<file path="config.mk">
export PLATFORM = sky130hd
export DESIGN_NAME = pipelined_mac
export DESIGN_NICKNAME = d
export VERILOG_FILES = /design/src/rtl/pipelined_mac.sv
export SDC_FILE = /design/constraint.sdc
export NUM_CORES = 1
export LEC_CHECK = 0
export CAP_MARGIN = 20
export CORE_ASPECT_RATIO = 1.25
export CORE_MARGIN = 2
export CORE_UTILIZATION = 37
export DETAILED_ROUTE_END_ITERATION = 7
export PLACE_DENSITY = 0.49
export REMOVE_ABC_BUFFERS = 1
export SLEW_MARGIN = 5
export SYNTH_ARGS = -nofsm -noshare
export SYNTH_HDL_FRONTEND = slang
export SYNTH_SLANG_ARGS = --single-unit
</file>
<file path="constraint.sdc">
create_clock -name clk -period 5.3 [get_ports clk]
set_input_delay 1.06 -clock clk [delete_from_list [all_inputs] [get_ports clk]]
set_output_delay 1.06 -clock clk [all_outputs]
set_load 0.02 [all_outputs]
</file>
<file path="src/rtl/pipelined_mac.sv">
// Pipelined signed multiply-accumulate with valid/ready streams on both sides.
// Group sums are closed by in_last, then scaled, optionally rounded half-up and saturated.
module pipelined_mac #(
  parameter int A_WIDTH     = 16,
  parameter int B_WIDTH     = 16,
  parameter int ACC_WIDTH   = 40,
  parameter int OUT_WIDTH   = 16,
  parameter int OUT_SCALE   = 8,
  parameter int PIPE_STAGES = 2
) (
  input  logic                 clk,
  input  logic                 arst_n_in,
  input  logic [A_WIDTH-1:0]   a_in,
  input  logic [B_WIDTH-1:0]   b_in,
  input  logic                 in_last,
  input  logic                 in_valid,
  output logic                 in_ready,
  input  logic                 round_en,
  input  logic                 sat_en,
  output logic [OUT_WIDTH-1:0] out_data,
  output logic                 out_sat,
  output logic                 out_valid,
  input  logic                 out_ready
);

  localparam int PW     = A_WIDTH + B_WIDTH;
  localparam int SW     = ACC_WIDTH + 1;
  localparam int RND_SH = (OUT_SCALE > 0) ? OUT_SCALE - 1 : 0;
  localparam logic signed [SW-1:0] RND_C = (OUT_SCALE > 0) ? (SW'(1) << RND_SH) : SW'(0);
  localparam logic signed [SW-1:0] MAX_V = {{(SW-OUT_WIDTH+1){1'b0}}, {(OUT_WIDTH-1){1'b1}}};
  localparam logic signed [SW-1:0] MIN_V = {{(SW-OUT_WIDTH+1){1'b1}}, {(OUT_WIDTH-1){1'b0}}};

  logic                        stall;
  logic                        take;
  logic                        close;
  logic [PIPE_STAGES-1:0]      valid_q, valid_d;
  logic [PIPE_STAGES-1:0]      last_q, last_d;
  logic signed [PW-1:0]        prod_q [PIPE_STAGES];
  logic signed [PW-1:0]        prod_d [PIPE_STAGES];
  logic signed [ACC_WIDTH-1:0] acc_q, acc_d;
  logic signed [ACC_WIDTH-1:0] prod_ext;
  logic signed [ACC_WIDTH-1:0] sum;
  logic signed [SW-1:0]        sum_ext;
  logic signed [SW-1:0]        rnd;
  logic signed [SW-1:0]        r;
  logic [OUT_WIDTH-1:0]        out_data_q, out_data_d;
  logic                        out_sat_q, out_sat_d;
  logic                        out_valid_q, out_valid_d;

  assign stall     = out_valid_q & ~out_ready;
  assign in_ready  = ~stall;
  assign out_data  = out_data_q;
  assign out_sat   = out_sat_q;
  assign out_valid = out_valid_q;

  // Operand pipe: index 0 is the capture stage, the whole pipe freezes on stall.
  always_comb begin
    valid_d = valid_q;
    last_d  = last_q;
    prod_d  = prod_q;
    if (!stall) begin
      valid_d[0] = in_valid;
      last_d[0]  = in_last;
      prod_d[0]  = PW'($signed(a_in)) * PW'($signed(b_in));
      for (int i = 1; i < PIPE_STAGES; i++) begin
        valid_d[i] = valid_q[i-1];
        last_d[i]  = last_q[i-1];
        prod_d[i]  = prod_q[i-1];
      end
    end
  end

  always_comb begin
    prod_ext = ACC_WIDTH'(prod_q[PIPE_STAGES-1]);
    sum      = acc_q + prod_ext;
    take     = ~stall & valid_q[PIPE_STAGES-1];
    close    = take & last_q[PIPE_STAGES-1];

    acc_d = acc_q;
    if (close)     acc_d = '0;
    else if (take) acc_d = sum;

    // One guard bit so the rounding increment cannot overflow the sum.
    sum_ext = {sum[ACC_WIDTH-1], sum};
    rnd     = round_en ? RND_C : SW'(0);
    r       = (sum_ext + rnd) >>> OUT_SCALE;

    out_data_d = out_data_q;
    out_sat_d  = out_sat_q;
    if (close) begin
      if (sat_en && (r > MAX_V)) begin
        out_data_d = MAX_V[OUT_WIDTH-1:0];
        out_sat_d  = 1'b1;
      end else if (sat_en && (r < MIN_V)) begin
        out_data_d = MIN_V[OUT_WIDTH-1:0];
        out_sat_d  = 1'b1;
      end else begin
        out_data_d = r[OUT_WIDTH-1:0];
        out_sat_d  = 1'b0;
      end
    end

    out_valid_d = close | (out_valid_q & ~out_ready);
  end

  always_ff @(posedge clk or negedge arst_n_in) begin
    if (!arst_n_in) begin
      valid_q     <= '0;
      last_q      <= '0;
      for (int i = 0; i < PIPE_STAGES; i++) prod_q[i] <= '0;
      acc_q       <= '0;
      out_data_q  <= '0;
      out_sat_q   <= 1'b0;
      out_valid_q <= 1'b0;
    end else begin
      valid_q     <= valid_d;
      last_q      <= last_d;
      for (int i = 0; i < PIPE_STAGES; i++) prod_q[i] <= prod_d[i];
      acc_q       <= acc_d;
      out_data_q  <= out_data_d;
      out_sat_q   <= out_sat_d;
      out_valid_q <= out_valid_d;
    end
  end

endmodule
</file>
## Word-level counts from Yosys, hierarchy flattened

Cells that the tools add are included.

- Flip-flop bits (word level): 126
- Latch bits: 0
- Memory bits (writable): 0
- Bits in read-only memories: 0
- Input bits: 39
- Output and inout bits: 19
- Logic and storage cells: 29
- Memories kept: 0

- Add/sub/neg operators: 2
- Multiply operators: 1
- Divide/modulo/power cells: 0
- Order comparisons: 2
- Eq/ne operators: 0
- Shifts and indexed selects: 0
- Multiplexer cells: 7
- Bitwise logic cells: 6
- Reduce and logical (&&, ||, !) cells: 3

Operators by type and width:

| cell | number |
|---|---|
| 40-bit two-way mux | 2 |
| 40-bit by 9-bit adder with 41-bit output | 1 |
| 40-bit by 32-bit adder with 40-bit output | 1 |
| 33-bit by 16-bit > comparator with 1-bit output (second input constant) | 1 |
| 33-bit by 16-bit < comparator with 1-bit output (second input constant) | 1 |
| 16-bit by 16-bit multiplier with 32-bit output | 1 |
| 16-bit two-way mux | 2 |
| 8-bit two-way mux | 1 |
| 1-bit bitwise AND | 3 |
| 1-bit logical AND | 2 |
| 1-bit two-way mux | 2 |
| 1-bit NOT | 2 |
| 2-bit nonzero test | 1 |
| 1-bit OR | 1 |

## Logic depth before layout (Yosys ltp)

- Depth in word-level cells: 6
- Mapped depth: 26

## Worst setup path after synthesis

Ideal clock, no wire load.

- Path kind: input to register
- Start point: in a_in[15]
- End point: reg prod_q[62] in the netlist's numbering
- Setup time: 0.134 ns
- Data arrival time: 6.911 ns
- Required time: 5.166 ns
- Setup slack: -1.746 ns
- Stages: 24
- Cell sequence: clkbuf_1 -> nand2_1 -> inv_1 -> fa_1 -> fa_1 -> inv_1 -> fa_1 -> fa_1 -> inv_1 -> fa_1 -> inv_1 -> fa_1 -> inv_1 -> ha_1 -> and2_1 -> nor2b_1 -> o21ai_0 -> nand2b_1 -> a21oi_1 -> a31oi_1 -> a21o_1 -> a21oi_1 -> xor2_1 -> o21ai_0

- Longest elaborated chain between the ends: 1

RTL lines:

| what | line | text |
|---|---|---|
| start: declaration | 13 | `input logic [A_WIDTH-1:0] a_in,` |
| 16-bit by 16-bit multiplier with 32-bit output | 64 | `prod_d[0] = PW'($signed(a_in)) * PW'($signed(b_in));` |
| end: declaration | 38 | `logic signed [PW-1:0] prod_q [PIPE_STAGES];` |

Every way passes these cells.
A chain may end at the register's enable or synchronous reset.

## Worst setup path in the final report

Ends and elaborated chain as after synthesis.

==> flow_summary.ini <==
[logic_synthesis]
ys_seq_area_share_pct = 17.42
synth.distinct_cells = 102
syn_area_per_cell_um2 = 8.785
ys_top_cells_by_area = fa_1, dfrtp_1, ha_1
synth_enable_flop_cells = 0
synth.largest_area_cell = fa_1
synth_cells = 2060
ys_seq_elements = 126
ys_async_sr_fraction_pct = 100.0
yosysTopAreaCellShare_pct = 29.09
yosys_warnings = 0
synth_flop_cell = dfrtp_1
syn-cell-area_um2 = 18100

[final_layout]
finalNetCount = 2774
instances_no_fill = 3007
diodes = 0
fin_area_um2 = 23500
drive_above_1_share_pct = 26.53
syn_to_final_growth_pct = 29.85
fillers = 4619

[routing]
vias = 14880
wl_per_cell_um = 16.32
drcViolationCount = 0
met3_length_um = 1060
route.met2.wl_um = 25060
wirelength_um = 49080
drt_first_pass_iters = 5
drt_first_iter_violations = 583
drtAntennaViolNets = 0
drt-vias-per-instance = 4.949
maxUsedRoutingLayer = met4
m1WireLength_um = 20810

[outcome]
status = finished, violations left
failed_checks = setup timing

[die]
fp.coreArea_um2 = 48310
start_util_pct = 37.46
core.rowCount = 90
die_w_um = 201.8
die_y_um = 251.3
dieArea_um2 = 50710
io_pins = 58

[setup_path]
cp_common_cell = fa_2
critPathMaxStageDelay_ns = 0.61
startpoint_type = input port
path_max_fanout = 8
worstPathRequired_ns = 5.59
worstSetupPathType = in2reg
cp.arrival_ns = 6.60
critPathCaptureType = flip-flop
cp_slowest_cell = fa_2

[timing]
rsz0062_at_grt = yes
setup_violations = 21
max_slew.worst_pin.slew_ns = 0.7837
period_needed_ns = 6.301
final.period_utilization_pct = 118.9
relSlewSlack_pct = 47.75
slew_viol_final = 0
hold_viol_final = 0
max_freq_mhz = 158.7
tns_ns = -11.42
worst_slack_ns = -1.001
skew_ns = 0.009085

[clocking]
path_clk_slew_ns = 0.06
cts_root_buffer = clkbuf_16
insertion_delay_ns = 0.44
cts_buffers = 17
hold_buffers = 0
htreeDepth = 4
cts_sinks = 126
cts_buffer_depth = 2
cts_tree = built

[grt]
grt_remaining_overflow = 0
grt_pass1_wl_um = 81700
antenna_found_initial = 0
grt_pass1_vias = 16010
grt_max_degree = 85
track_usage_pct = 19.96

[place]
placed_cell_area_um2 = 20710
dpl.cell_count = 2880
dp_hpwl_um = 38050
gp_congestion = 0.8947
io_buffers = 57

[worst_hold_path]
hold_class = reg2reg

[flow_run]
maxCapViolCount = 0
[per-layer routing]
layer  vias up  global-route usage (%)
met5         -                       0
met4         0                   8.445
met3       102                   1.724
met2       266                   36.20
met1      7274                   24.17
li1       7240                       -
[cell usage after synthesis (11+ instances only)]
master,number
a22o_1,16
nand2b_1,19
nand3_1,27
clkbuf_1,61
and2_1,121
xnor2_1,52
ha_1,122
o311ai_1,14
fa_1,263
a31oi_1,12
nor2_1,80
nor3_1,28
xor2_1,21
dfrtp_1,126
a21oi_1,85
and3_1,15
o211ai_1,11
a21o_1,27
nand2_1,368
inv_1,317
nand4_1,16
o21ai_0,66
[cells by family (layout without fill, tap and decap cells)]
group / after synthesis / after routing / share of synthesized area, %
and+or+nand+nor: 736 / 736 / 19.53
DFF: 126 / 126 / 17.42
buffers and inverters: 397 / 700 / 8.642
muxes: 3 / 3 / 0.1798
adders and majority gates: 385 / 385 / 37.53
xor gates and xnor gates: 74 / 74 / 3.623
AOI/OAI and AO/OA: 339 / 339 / 13.07
[critical path: cells and delay by family]
kind,cells,cell delay (ns)
buf+inv,5,0.46
compound gates,9,1.32
fa+ha+maj,7,3.32
simple gates,3,0.31
xor+xnor,1,0.15
[layout by cell type, fill, tap and decap left out, types with 21 or more instances in the layout]
| cell type | netlist | final |
|---|---|---|
| nand2_1 | 368 | 326 |
| and2_1 | 121 | 96 |
| nor2_1 | 80 | 75 |
| a21o_1 | 27 | 27 |
| and2_4 | 0 | 25 |
| inv_1 | 317 | 282 |
| xnor2_1 | 52 | 47 |
| dfrtp_1 | 126 | 126 |
| clkdlybuf4s50_1 | 0 | 25 |
| fa_2 | 0 | 26 |
| xor2_1 | 21 | 21 |
| ha_1 | 122 | 99 |
| buf_6 | 5 | 71 |
| inv_2 | 1 | 33 |
| buf_4 | 2 | 207 |
| o21ai_0 | 66 | 52 |
| nand3_1 | 27 | 26 |
| nor3_1 | 28 | 24 |
| nand2_2 | 1 | 22 |
| fa_1 | 263 | 237 |
| a21oi_1 | 85 | 68 |
[final cells by class]
type                            count  area, um^2  share of cell area (%)
Multi-Input combinational cell   1537       14390                   61.23
Clock inverter                     14       133.9                  0.5697
Sequential cell                   126        3153                   13.42
Tap cell                          644       805.8                   3.429
Timing Repair Buffer              350        3374                   14.36
Clock buffer                       18       439.2                   1.869
Inverter                          318        1204                   5.122
[repair_timing]
item / CTS / global route
cloned: 11 / 1
setup buffers: 63 / 29
hold endpoints to repair: 0 / 0
pin swaps: 202 / 77
gates resized for setup: 375 / 158
setup endpoints to repair: 24 / 39
[stage by stage]
stage	setup slack, ns	hold WS, ns	util, %
floorplan	-1.586	0.4386	-
global placement	-2.223	0.4505	42.87
detailed placement	-2.309	0.4564	42.87
CTS	-0.9420	0.4679	47.35
global route	-1.219	0.4857	48.64
finish	-1.001	0.4639	48.64
[path summary, 6_finish.rpt]
check / startpoint / cells past startpoint / endpoint / slack [ns]
min in group asynchronous: arst_n_in / 1 / valid_q[0] / 0.68
max in group asynchronous: arst_n_in / 2 / prod_q[55] / 3.59
worst max-delay path: a_in[15] / 25 / prod_q[62] / -1.00
worst max register to register: acc_q[0] / 17 / out_data[15] / 0.37
worst min register to register: prod_q[46] / 2 / prod_ext[14] / 0.46
worst min-delay path: prod_q[46] / 2 / prod_ext[14] / 0.46
[flip-flops by register name (all words and copies together) (netlist names)]
name	count
acc_q	40
last_q	2
out_data	16
out_sat	1
out_valid	1
prod_ext	32
prod_q	32
valid_q	2
Power is left out: the tool's default activity adds up to more than one toggle a clock period on the data nets, which glitch-free logic cannot reach.
==> edit 1: new RTL, same flow settings <==
Take the reset off `out_data_q` and load it in a clocked block of its own.
--- a/src/rtl/pipelined_mac.sv
+++ b/src/rtl/pipelined_mac.sv
@@ -110,5 +110,4 @@
       for (int i = 0; i < PIPE_STAGES; i++) prod_q[i] <= '0;
       acc_q       <= '0;
-      out_data_q  <= '0;
       out_sat_q   <= 1'b0;
       out_valid_q <= 1'b0;
@@ -118,5 +117,4 @@
       for (int i = 0; i < PIPE_STAGES; i++) prod_q[i] <= prod_d[i];
       acc_q       <= acc_d;
-      out_data_q  <= out_data_d;
       out_sat_q   <= out_sat_d;
       out_valid_q <= out_valid_d;
@@ -124,3 +122,7 @@
   end
 
+  always_ff @(posedge clk) begin
+    out_data_q <= out_data_d;
+  end
+
 endmodule
Check against the original RTL: differs if arst_n_in is asserted again (counterexample within 4 cycles, from zero or initial values and one cycle with arst_n_in low); with arst_n_in held inactive, the same outputs for 4 cycles.
==> edit 1 against the original RTL <==
The run still ends with negative setup slack left; wire length about the same; critical path type unchanged; critical endpoint is now prod_q[56]; design area shrank 2.4%; synthesized area is 1.2% lower; core utilization fell by 0.82 points; setup slack got worse by 0.083 ns; sequential cell count did not move; non-clock buffer count shrank 18; synthesized cell count decreased by 2.7%; register-to-register slack got worse by 0.15 ns; cell count down 2.3%.
Power is left out: the tool's default activity adds up to more than one toggle a clock period on the data nets, which glitch-free logic cannot reach.
==> edit 1: results (changes against the original RTL) <==
Synthesis
  • Most frequent cell after synthesis: nand2_1
  • Post-synthesis cell type count: 92 (-9.8%)
  • Synth area leaders: fa_1, dfrtp_1, ha_1, nand2_1, inv_1
  • Number of synthesis warnings: 0 (unchanged)
  • Ys flop type: dfrtp_1
  • Post-synth EDFFs: 16 (+16)
  • Commonest cells post-synth: nand2_1, inv_1, fa_1
  • Register area share after synthesis: 0.181 (+0.00660)
  • Asr flop ratio synth: 0.873 (-0.127)

Detailed routing
  • Mean number of vias per cell: 4.89 (-1.3%)
  • Highest metal used: met4
  • Metal2 WL: 25900 µm (+3.4%)
  • Drt total wl: 49100 µm (about the same)
  • Routed met1 length: 20100 µm (-3.4%)
  • TritonRoute pass-1 iters: 5 (unchanged)
  • WL met3: 1060 µm (+0.28%)
  • DR iter-0 viols: 585 (+0.34%)

Cells and area
  • # diodes: 0 (unchanged)
  • Max FFs per register: 40 (unchanged)
  • Reg with most FFs: acc_q
  • # fillers: 4697 (+1.7%)
  • Fraction of layout cells with a size suffix above 1: 0.258 (-0.00728)
  • Final nets: 2705 (-2.5%)

STA
  • Setup_tns: -13.64 ns (-2.22 ns)
  • Final Skew: 0.0102 ns (+0.00114 ns)
  • Slew Viols, Final: 0 (unchanged)
  • Final setup margin: -1.08 ns (-0.0835 ns)
  • Final setup fails: 19 (-9.5%)
  • Hold_ws: 0.464 ns (+0.000456 ns)
  • Slew margin rel.: 0.371 (-0.107)

Setup path
  • Critical path peak fanout: 4 (-4)
  • WP data arrival: 6.68 ns (+0.08 ns)
  • FF-to-FF Start: acc_q[0]
  • CP Launch Point: a_in[9]
  • R2R Setup Slk: 0.22 ns (-0.15 ns)

Placement
  • # port buffers: 57 (unchanged)
  • Detailed Place HPWL: 40200 µm (+5.6%)
  • DP Worst Slack: -2.48 ns (-0.167 ns)
  • GPL Wtd Cong: 0.926 (+3.5%)

Clock network
  • Max Root-Sink Buffers: 2 (unchanged)
  • Clock root cell: clkbuf_16
  • Num CTS Buffers: 17 (unchanged)
  • # H-tree levels: 4 (unchanged)
  • Worst-Skew Late Latency: around 0.43 ns
  • Clock transition at path regs: 0.06 ns (about the same)

Global routing
  • First-pass GRT wire length: 79700 µm (-2.5%)
  • Gr usage total: 0.199 (-0.000229)
  • Initial antenna violation count: 0 (unchanged)
  • Largest net degree at the start of global routing: 79 (-7.1%)
  • Vias in the first global route: 15344 (-4.2%)

Worst hold path
  • Worst Hold Class: register to register
  • Hold Startpoint: last_q[0]

Run status
  • Status: finished, violations left
  • Violated checks: negative setup slack
==> edit 1: changes by cell type after synthesis, sizes merged, moves of 11 or more <==
cell,change
dfrtp,-16
a21oi,-15
nor3,-11
edfxtp,+16
nand2,-35
o311ai,-12
xor2,+12
==> edit 1: final timing paths <==
kind,to,cells after the start
worst max register to register,out_data[11],17
worst max-delay path,prod_q[56],23
min in group asynchronous,acc_q[4],1
max in group asynchronous,prod_q[40],2
worst min register to register,last_q[0],2
worst min-delay path,last_q[0],2
==> edit 1: routing by layer <==
metal / GRT usage / up-vias
met3: 0.0208 / 89
met4: 0.0787 / 0
met1: 0.233 / 7030
met2: 0.373 / 244
met5: 0 / -
li1: - / 6994
==> edit 1: through the flow <==
step | cell area, µm² | utilization | instances
finish | 22900 | 0.478 | 2938
global route | 22900 | 0.478 | 2938
global placement | 20500 | 0.427 | 2832
CTS | 22500 | 0.468 | 2919
detailed placement | 20500 | 0.427 | 2832
floorplan | 17600 | - | 1930
==> edit 1: cells by family after synthesis <==
group | share of synthesized area
AND/OR/NAND/NOR | 0.188
AO/OA/AOI/OAI | 0.123
flip-flops | 0.181
buffers and inverters | 0.0861
XOR/XNOR | 0.0402
adder cells (fa/ha/maj) | 0.380
multiplexers | 0.00168
==> edit 1: what timing repair did <==
item	4_1_cts	5_1_grt
resized for setup	379	128
gates cloned	1	1
hold endpoints to repair	0	0
endpoints found under the setup margin	24	38
buffers inserted	55	23
pin swaps	193	93
==> edit 1: layout make-up <==
type,instances,area share
Tap cell,644,0.0351
Inverter,324,0.0530
Sequential cell,126,0.141
Timing Repair Buffer,332,0.132
Clock buffer,25,0.0235
Clock inverter,7,0.00414
Multi-Input combinational cell,1480,0.611
==> edit 1: critical path: stages <==
cell     delay (ns)
buf_6          0.08
buf_8          0.12
nand2_4        0.05
fa_1           0.54
inv_2          0.04
fa_1           0.54
inv_1          0.06
fa_1           0.48
fa_1           0.54
inv_2          0.04
fa_1           0.47
fa_1           0.57
ha_4           0.21
or2_4          0.26
a21oi_4        0.16
a31oi_4        0.05
a41o_1         0.23
or4_4          0.49
nand4_1        0.11
nand3_2        0.09
o41ai_2        0.24
xor2_1         0.20
o21ai_1        0.07
==> edit 2: new RTL, same flow settings <==
Without the edit above. Change the parameter `PIPE_STAGES` from 2 to 4.
--- a/src/rtl/pipelined_mac.sv
+++ b/src/rtl/pipelined_mac.sv
@@ -7,5 +7,5 @@
   parameter int OUT_WIDTH   = 16,
   parameter int OUT_SCALE   = 8,
-  parameter int PIPE_STAGES = 2
+  parameter int PIPE_STAGES = 4
 ) (
   input  logic                 clk,
Function: changed (Yosys sat finds a counterexample within 4 cycles, from zero or initial values and one cycle with arst_n_in low).
==> edit 2 against the original RTL <==
Cell count rose by 13%; largest cell class unchanged; synthesized area rose by 15%; design area rose by 9.6%; non-clock buffer count fell by 24; the flow still finishes with violations (negative setup slack); setup slack got worse by 0.17 ns; via count rose by 11%; global-route usage fell by 1.5 points; sequential cell count rose by 68; fmax fell by 2.6%; worst hold slack got worse by 0.00083 ns; wire length rose by 7.2%; highest routed layer unchanged; critical path type unchanged.
Power is not shown: default switching activity piles up to over one toggle a cycle in this logic, so the estimate is an artifact.
==> edit 2: results (changes against the original RTL) <==
Run status
  • Status: finished, violations left
  • Violated checks: negative setup slack

Setup path
  • Slowest stage delay, CP: 0.57 ns (-0.04 ns)
  • R2R Setup Slk: 0.26 ns (-0.11 ns)
  • CP Launch Point: a_in[10]
  • Crit path max-delay cell type: fa_1
  • WP data arrival: 6.77 ns (+0.17 ns)
  • Path depth of the worst reg2reg path: 16 (-1)
  • Critical path peak fanout: 7 (-1)

Clock network
  • Clock transition at path regs: 0.08 ns (+0.02 ns)

Cells and area
  • Fraction of layout cells with a size suffix above 1: 0.216 (-0.0495)
  • Fin util: 0.460 (-0.0261)
  • # fillers: 5434 (+18%)

Placement
  • GPL Wtd Cong: 0.880 (-1.7%)
  • Post-Place Cells: 3300 (+15%)
  • Area after DPL: 0.0236 mm² (+14%)

STA
  • Setup_tns: -13.41 ns (-1.99 ns)
  • Final setup fails: 19 (-9.5%)
  • Final setup margin: -1.17 ns (-0.169 ns)

Synthesis
  • Commonest cells post-synth: nand2_1, inv_1, fa_1
  • Synth area leaders: fa_1, dfrtp_1, nand2_1, ha_1, inv_1

Global routing
  • First-pass GRT wire length: 87700 µm (+7.3%)
  • Largest net degree at the start of global routing: 94 (+11%)
  • Gr usage total: 0.185 (-0.0147)

Detailed routing
  • Wire per inst: 15.5 µm (-4.7%)
  • DR iter-0 viols: 610 (+4.6%)
edit 2: cell count changes in the layout (fill, tap and decap cells not counted), sizes merged, moves of 6 or more:
cell    delta
a211oi     +7
xnor2      +8
nor3      -10
buf       -24
a22o       +8
dfrtp     +68
and3       -9
nand2    +185
o22ai     +18
o311ai    -14
nor2      +16
o21bai    +10
nand2b     -6
edit 2: kinds of logic (layout without fill, tap and decap cells):
logic type | after synthesis | in the layout | share of synthesized area
and+or+nand+nor | 930 | 930 | 0.204
muxes | 6 | 6 | 0.00300
AOI/OAI and AO/OA | 359 | 359 | 0.120
buffers and inverters | 424 | 681 | 0.0780
DFF | 194 | 194 | 0.233
xor gates and xnor gates | 86 | 86 | 0.0365
adders and majority gates | 385 | 385 | 0.325
edit 2: area by class of cell:
class	count	area share
Clock buffer	18	0.0171
Clock inverter	14	0.00758
Inverter	323	0.0474
Multi-Input combinational cell	1766	0.590
Sequential cell	194	0.188
Tap cell	742	0.0360
Timing Repair Buffer	326	0.113
edit 2: metal layers:
| metal | track usage | wire length, µm | part of all wire | vias to the layer above |
|---|---|---|---|---|
| li1 | - | - | - | 8148 |
| met1 | 0.230 | 23100 | 0.44 | 8050 |
| met2 | 0.334 | 27000 | 0.51 | 238 |
| met3 | 0.0149 | 937 | 0.018 | 83 |
| met4 | 0.0656 | 1600 | 0.030 | 0 |
| met5 | 0 | 0 | 0 | - |
edit 2: stage by stage:
stage / hold slack (ns) / setup WS, ns
after CTS: 0.469 / -1.23
after detailed placement: 0.455 / -2.66
final: 0.463 / -1.17
after global placement: 0.449 / -2.63
after floorplan: 0.439 / -5.06
after global routing: 0.487 / -1.38
edit 2: worst min path at each step:
stage | start | to | slack (ns) | depth (start not counted)
5_1_grt | prod_q[38] | prod_q[38] | 0.49 | 2
2_1_floorplan | last_q[0] | last_q[0] | 0.44 | 2
3_3_place_gp | prod_q[93] | prod_q[93] | 0.45 | 2
3_5_place_dp | prod_q[59] | prod_q[59] | 0.45 | 2
4_1_cts | prod_q[60] | prod_ext[28] | 0.47 | 2
6_report | prod_q[59] | prod_ext[27] | 0.46 | 2
edit 2: critical path: cells and delay by family:
family,cells,cell delay (ns)
buffers and inverters,7,0.52
AO/OA/AOI/OAI,8,1.01
AND/OR/NAND/NOR,3,0.66
XOR/XNOR,1,0.16
adder cells (fa/ha/maj),7,3.31
edit 2: repair_timing:
action                                  in CTS  in global routing
resized for setup                          354                129
pin swaps                                  148                 98
gates cloned                                 2                  0
buffers inserted                            34                 23
endpoints found under the setup margin      23                 21
